<file path="src/rtl/c_hazard_unit.sv">
// Hazard controller: forwarding selects, load-use/RAW stalls, branch flushes and mul/div E occupancy.
// Define HAZARD_FORWARDING_EN for E-stage forwarding; otherwise RAW hazards on D sources stall instead.
module c_hazard_unit #(
    parameter int MD_CYCLES = 4
) (
    input  logic       clk,
    input  logic       reset,
    input  logic [4:0] Rs1D,
    input  logic [4:0] Rs2D,
    input  logic [4:0] Rs1E,
    input  logic [4:0] Rs2E,
    input  logic [4:0] RdE,
    input  logic [4:0] RdM,
    input  logic [4:0] RdW,
    input  logic       RegWriteE,
    input  logic       RegWriteM,
    input  logic       RegWriteW,
    input  logic       LoadE,
    input  logic       PCSrcE,
    input  logic       MulDivE,
    output logic [1:0] ForwardAE,
    output logic [1:0] ForwardBE,
    output logic       StallF,
    output logic       StallD,
    output logic       StallE,
    output logic       FlushD,
    output logic       FlushE,
    output logic       FlushM,
    output logic       MdBusyE,
    output logic       MdDoneE
);

    typedef enum logic {IDLE, BUSY} state_t;

    // cnt is kept at least one bit wide so MD_CYCLES of 1 or 2 still elaborate
    localparam int CW = (MD_CYCLES > 2) ? $clog2(MD_CYCLES) : 1;
    localparam bit MD_MULTI = (MD_CYCLES > 1);
    localparam logic [CW-1:0] CNT_INIT = CW'((MD_CYCLES > 1) ? MD_CYCLES - 2 : 0);

    state_t        state, state_n;
    logic [CW-1:0] cnt, cnt_n;
    logic          md_stall;
    logic          data_stall;

    always_ff @(posedge clk) begin
        if (reset) begin
            state <= IDLE;
            cnt   <= '0;
        end else begin
            state <= state_n;
            cnt   <= cnt_n;
        end
    end

    always_comb begin
        state_n  = state;
        cnt_n    = cnt;
        md_stall = 1'b0;
        MdDoneE  = 1'b0;
        case (state)
            IDLE: begin
                if (MulDivE && MD_MULTI) begin
                    state_n  = BUSY;
                    cnt_n    = CNT_INIT;
                    md_stall = 1'b1;
                end
                if (MulDivE && !MD_MULTI) MdDoneE = 1'b1;
            end
            BUSY: begin
                if (cnt != '0) begin
                    cnt_n    = cnt - 1'b1;
                    md_stall = 1'b1;
                end else begin
                    // instruction leaves E on this edge
                    state_n = IDLE;
                    MdDoneE = MulDivE;
                end
            end
            default: state_n = IDLE;
        endcase
    end

`ifdef HAZARD_FORWARDING_EN
    logic unused_inputs;
    assign unused_inputs = RegWriteE;

    always_comb begin
        ForwardAE = 2'b00;
        ForwardBE = 2'b00;
        if (RegWriteM && RdM != 5'd0 && RdM == Rs1E)      ForwardAE = 2'b10;
        else if (RegWriteW && RdW != 5'd0 && RdW == Rs1E) ForwardAE = 2'b01;
        if (RegWriteM && RdM != 5'd0 && RdM == Rs2E)      ForwardBE = 2'b10;
        else if (RegWriteW && RdW != 5'd0 && RdW == Rs2E) ForwardBE = 2'b01;
    end

    assign data_stall = LoadE && RdE != 5'd0 && (RdE == Rs1D || RdE == Rs2D);
`else
    logic unused_inputs;
    assign unused_inputs = ^{Rs1E, Rs2E, RdW, RegWriteW, LoadE};

    assign ForwardAE = 2'b00;
    assign ForwardBE = 2'b00;

    // W writes the regfile in the first half-cycle, so only E and M producers block D
    assign data_stall =
        (Rs1D != 5'd0 && ((RegWriteE && RdE == Rs1D) || (RegWriteM && RdM == Rs1D))) ||
        (Rs2D != 5'd0 && ((RegWriteE && RdE == Rs2D) || (RegWriteM && RdM == Rs2D)));
`endif

    assign StallF  = data_stall || md_stall;
    assign StallD  = data_stall || md_stall;
    assign StallE  = md_stall;
    assign FlushD  = PCSrcE && !md_stall;
    assign FlushE  = (data_stall || PCSrcE) && !md_stall;
    assign FlushM  = md_stall;
    assign MdBusyE = (state == BUSY);

endmodule
</file>
<file path="config.mk">
export PLATFORM = sky130hd
export DESIGN_NAME = c_hazard_unit
export DESIGN_NICKNAME = d
export VERILOG_FILES = /design/src/rtl/c_hazard_unit.sv
export SDC_FILE = /design/constraint.sdc
export NUM_CORES = 1
export LEC_CHECK = 0
export ABC_AREA = 1
export BUFFER_PORTS_ARGS = -buffer_cell sky130_fd_sc_hd__buf_2
export CORE_MARGIN = 2
export CORE_UTILIZATION = 37
export CTS_CLUSTER_SIZE = 20
export DETAILED_ROUTE_END_ITERATION = 10
export GPL_ROUTABILITY_DRIVEN = 0
export PLACE_DENSITY_LB_ADDON = 0.08
export SLEW_MARGIN = 20
export SYNTH_ARGS = -nofsm -noshare
export SYNTH_HDL_FRONTEND = slang
export SYNTH_SLANG_ARGS = --single-unit
export TNS_END_PERCENT = 1
</file>
<file path="constraint.sdc">
create_clock -name clk -period 1.4 [get_ports clk]
set_clock_uncertainty 0.2 [all_clocks]
set_input_delay 0.14 -clock clk [delete_from_list [all_inputs] [get_ports clk]]
set_output_delay 0.14 -clock clk [all_outputs]
set_load 0.1 [all_outputs]
</file>
==> results.rst <==
.. list-table::
   :header-rows: 1

   * - Metric
     - Value
   * - Source-to-sink clock delay at the later pin of the worst-skew pair
     - 0.23 ns
   * - Proportion of synthesized chip area in sequential cells
     - 9.54%
   * - Largest delay share family, worst path
     - buffers and inverters
   * - Arrival @ worst endpoint
     - 1.34 ns
   * - Launch instance of the worst min-delay path
     - MulDivE
   * - Number of diodes
     - 0
   * - Count of cells along the worst hold path
     - 4
   * - Violated checks
     - negative setup slack
   * - Worst-case hold path end point
     - MdBusyE
   * - Critical register-to-register path startpoint
     - cnt[1]
   * - Startpoint kind of the worst setup timing path
     - flip-flop
   * - Minimum period implied by the final worst setup slack
     - 1.68 ns
   * - Max H-tree Level
     - 1
   * - Global-route total usage across every layer
     - 19.9%
   * - Cell type with the highest aggregate area in the netlist
     - nand2_1
   * - Ranking of synthesized cells by area
     - nand2_1 (39%), inv_1 (11%), nor2_1 (11%)
   * - Setup repair bufs after CTS
     - 0
   * - Initial antenna violation count
     - 0
   * - Max Slew Vio Count
     - 0
   * - Total DRC errors in the routed layout
     - 0
   * - Post-Route WL
     - 1.80 mm
   * - CTS Buf Count
     - 3
   * - Number of violations of the max-capacitance limit
     - 0
   * - Number of distinct standard cells referenced by the synthesized netlist
     - 16
   * - Flop and latch count out of synthesis
     - 3
   * - Estimated wirelength of the detail-placed design
     - 1.46 mm
   * - Type of destination of the critical path
     - output pin
   * - Yosys top cell area share
     - 38.8%
   * - Area added between synthesis and finish
     - 69.6%
   * - Number of top-level design ports
     - 55
   * - Power, Total
     - 0.000836 W
   * - Area inside the core boundary
     - 0.00156 mm^2
   * - VDD IR max
     - 0.000745 V
   * - Number of detailed-route iterations in the first pass
     - 4
   * - Total Neg Setup Slack
     - -1.87 ns
   * - Warnings, synthesis
     - 0
   * - Met2 Use GR
     - 36.3%
   * - Number of hold-slack violations in the final timing report
     - 0
   * - Global-route wire length before repair
     - 3.04 mm
   * - Period utilization
     - 120%
   * - Count of vias placed by the detailed router
     - 863
   * - Synthesized instance count
     - 135
   * - Peak Freq
     - 594 MHz
   * - Mean area per synthesized cell
     - 4.66 um^2
   * - Fraction of met1 tracks used by global routing
     - 25.7%
   * - Largest fanout on the critical path
     - 4
   * - Critical path's largest stage delay
     - 0.31 ns
   * - Antenna violation net count after detailed routing
     - 0
   * - Data required time of the worst path
     - 1.06 ns
   * - Sequential cell area
     - 66.3 um^2
   * - Initial standard-cell utilization of the core
     - 40.4%
   * - Critical path buffers and inverters
     - 3
   * - Vias per inst
     - 4.43
   * - Number of inserted filler cells in the final layout
     - 156
   * - Setup Viol. Count Final
     - 8
   * - Cells on worst reg2reg path
     - 8
   * - Multi-input logic area
     - 483 um^2
   * - Setup repair after global routing missed its margin
     - yes
   * - Initial detailed-routing violation count
     - 15
   * - Static Leakage
     - 0.649 nW
   * - Layout Nets
     - 224
   * - Final global-route overflow total
     - 0
   * - Cells along the critical path
     - inv_2 -> ha_4 -> nor2_4 -> a21oi_4 -> buf_6 -> nand3_4 -> buf_12
   * - Root buffer cell
     - clkbuf_4
   * - Global-route track usage on met3
     - 1.20%
   * - Power per unit of standard cell area
     - 783 mW/mm^2
   * - Die extent in x
     - 45.2 um
   * - Count of standard-cell rows
     - 14
   * - Final Worst Setup Slack
     - -0.283 ns
   * - Final instance area
     - 0.00107 mm^2
   * - Max stage delay cell, worst path
     - dfxtp_2
   * - Min-Delay Path Class
     - in -> reg
   * - Post-layout util
     - 68.5%
   * - Start-to-end type of the worst setup path
     - reg -> out
   * - Largest net degree at the start of global routing
     - 5
   * - Share of layout cells above drive strength 1
     - 38.0%
   * - Clk pin slew, worst setup/hold paths
     - 0.04 ns
   * - DP Area
     - 998 um^2
   * - CTS sink cnt
     - 3
   * - Endpoint of the worst-slack reg-to-reg timing path
     - cnt[0]
   * - Most utilized layer in the global route result
     - met2
   * - Number of global-route vias before repair
     - 779
   * - Routed wirelength normalized by instance count
     - 9.24 um
   * - Status
     - finished, violations left
   * - Worst setup slack for register-to-register paths
     - -0.12 ns
   * - Die height
     - 45.2 um
   * - Worst-case clock buffer depth
     - 2
   * - Clock tree from TritonCTS
     - done
   * - Die area
     - 0.00205 mm^2
   * - Number of buffers inserted by port buffering
     - 33
   * - Post-Syn Area
     - 629 um^2
[flip-flops by register name, indices dropped and copies added, names as in the netlist]
register,count
MdBusyE,1
cnt,2
[cells in the final DEF (no fill, tap or decap), drive strengths merged]
cell type	count
dfxtp	3
ha	1
clkbuf	4
clkinvlp	1
nor3	2
a211oi	1
nand2	66
a21oi	2
nor2	20
inv	24
o21ai	1
conb	4
nand3	7
buf	42
dlygate4sd3	1
[area by class of cell]
class                      instances  area share (%)
timing repair buffer              43            34.3
inverter                          25            9.85
clock buffer                       4            2.46
sequential                         3            6.21
multi-input combinational        104            45.3
tap                               16            1.88
[synthesized netlist by cell type]
master / count
a211oi_2: 1
a21oi_1: 1
a21oi_4: 1
buf_4: 6
conb_1: 1
dfxtp_1: 3
ha_1: 1
inv_1: 19
inv_2: 6
nand2_1: 65
nand2_2: 1
nand3_1: 7
nor2_1: 18
nor2_2: 2
nor3_1: 2
o21ai_1: 1
[how the worst max path moves through the flow]
stage | startpoint | endpoint | slack (ns) | cells after the start
after detailed placement | cnt[0] | FlushD | -0.17 | 7
after global placement | cnt[0] | FlushD | -0.14 | 7
after global routing | cnt[1] | StallD | -0.34 | 7
after CTS | cnt[1] | StallF | -0.29 | 7
final | cnt[1] | StallF | -0.28 | 7
after floorplan | MdBusyE | StallF | -0.44 | 4
[power by group]
part           internal, W  switching (W)  leakage [nW]   total, W
combinational     0.000206       0.000379         0.608   0.000586
clock             0.000107      0.0000437        0.0150   0.000150
sequential       0.0000937     0.00000592        0.0261  0.0000996
[worst register-to-register path, delay by kind of cell (launching register included)]
family                     cells  cell delay [ns]
adders and majority gates      1             0.14
buffers and inverters          4             0.41
AOI/OAI and AO/OA              2             0.33
and+or+nand+nor                1             0.04
DFF                            1             0.31
[metrics by stage]
step	setup WS, ns	std cells	hold slack (ns)
after floorplan	-0.437	138	0.00270
after CTS	-0.294	195	0.159
after detailed placement	-0.167	190	0.144
after global routing	-0.341	195	0.193
final	-0.283	195	0.162
after global placement	-0.142	190	0.141
[cells by family after synthesis]
| logic type | share of synthesized area, % |
|---|---|
| flip-flops | 9.54 |
| adder cells (fa/ha/maj) | 1.99 |
| other | 0.596 |
| buffers and inverters | 22.1 |
| AO/OA/AOI/OAI | 6.16 |
| AND/OR/NAND/NOR | 59.6 |
[what timing repair did]
item                       in CTS  in global routing
cloned                          0                  0
pin swaps                       4                  0
setup endpoints to repair       9                  9
hold buffers                    1                  0
hold endpoints to repair        3                  0
gates resized for setup         9                  2
[metal layers]
layer | routed length [um] | part of all wire (%)
met3 | 70 | 3.9
met2 | 909 | 50
met4 | 0 | 0
met1 | 822 | 46
met5 | 0 | 0
Note: power is estimated with default switching activity, not from simulation.
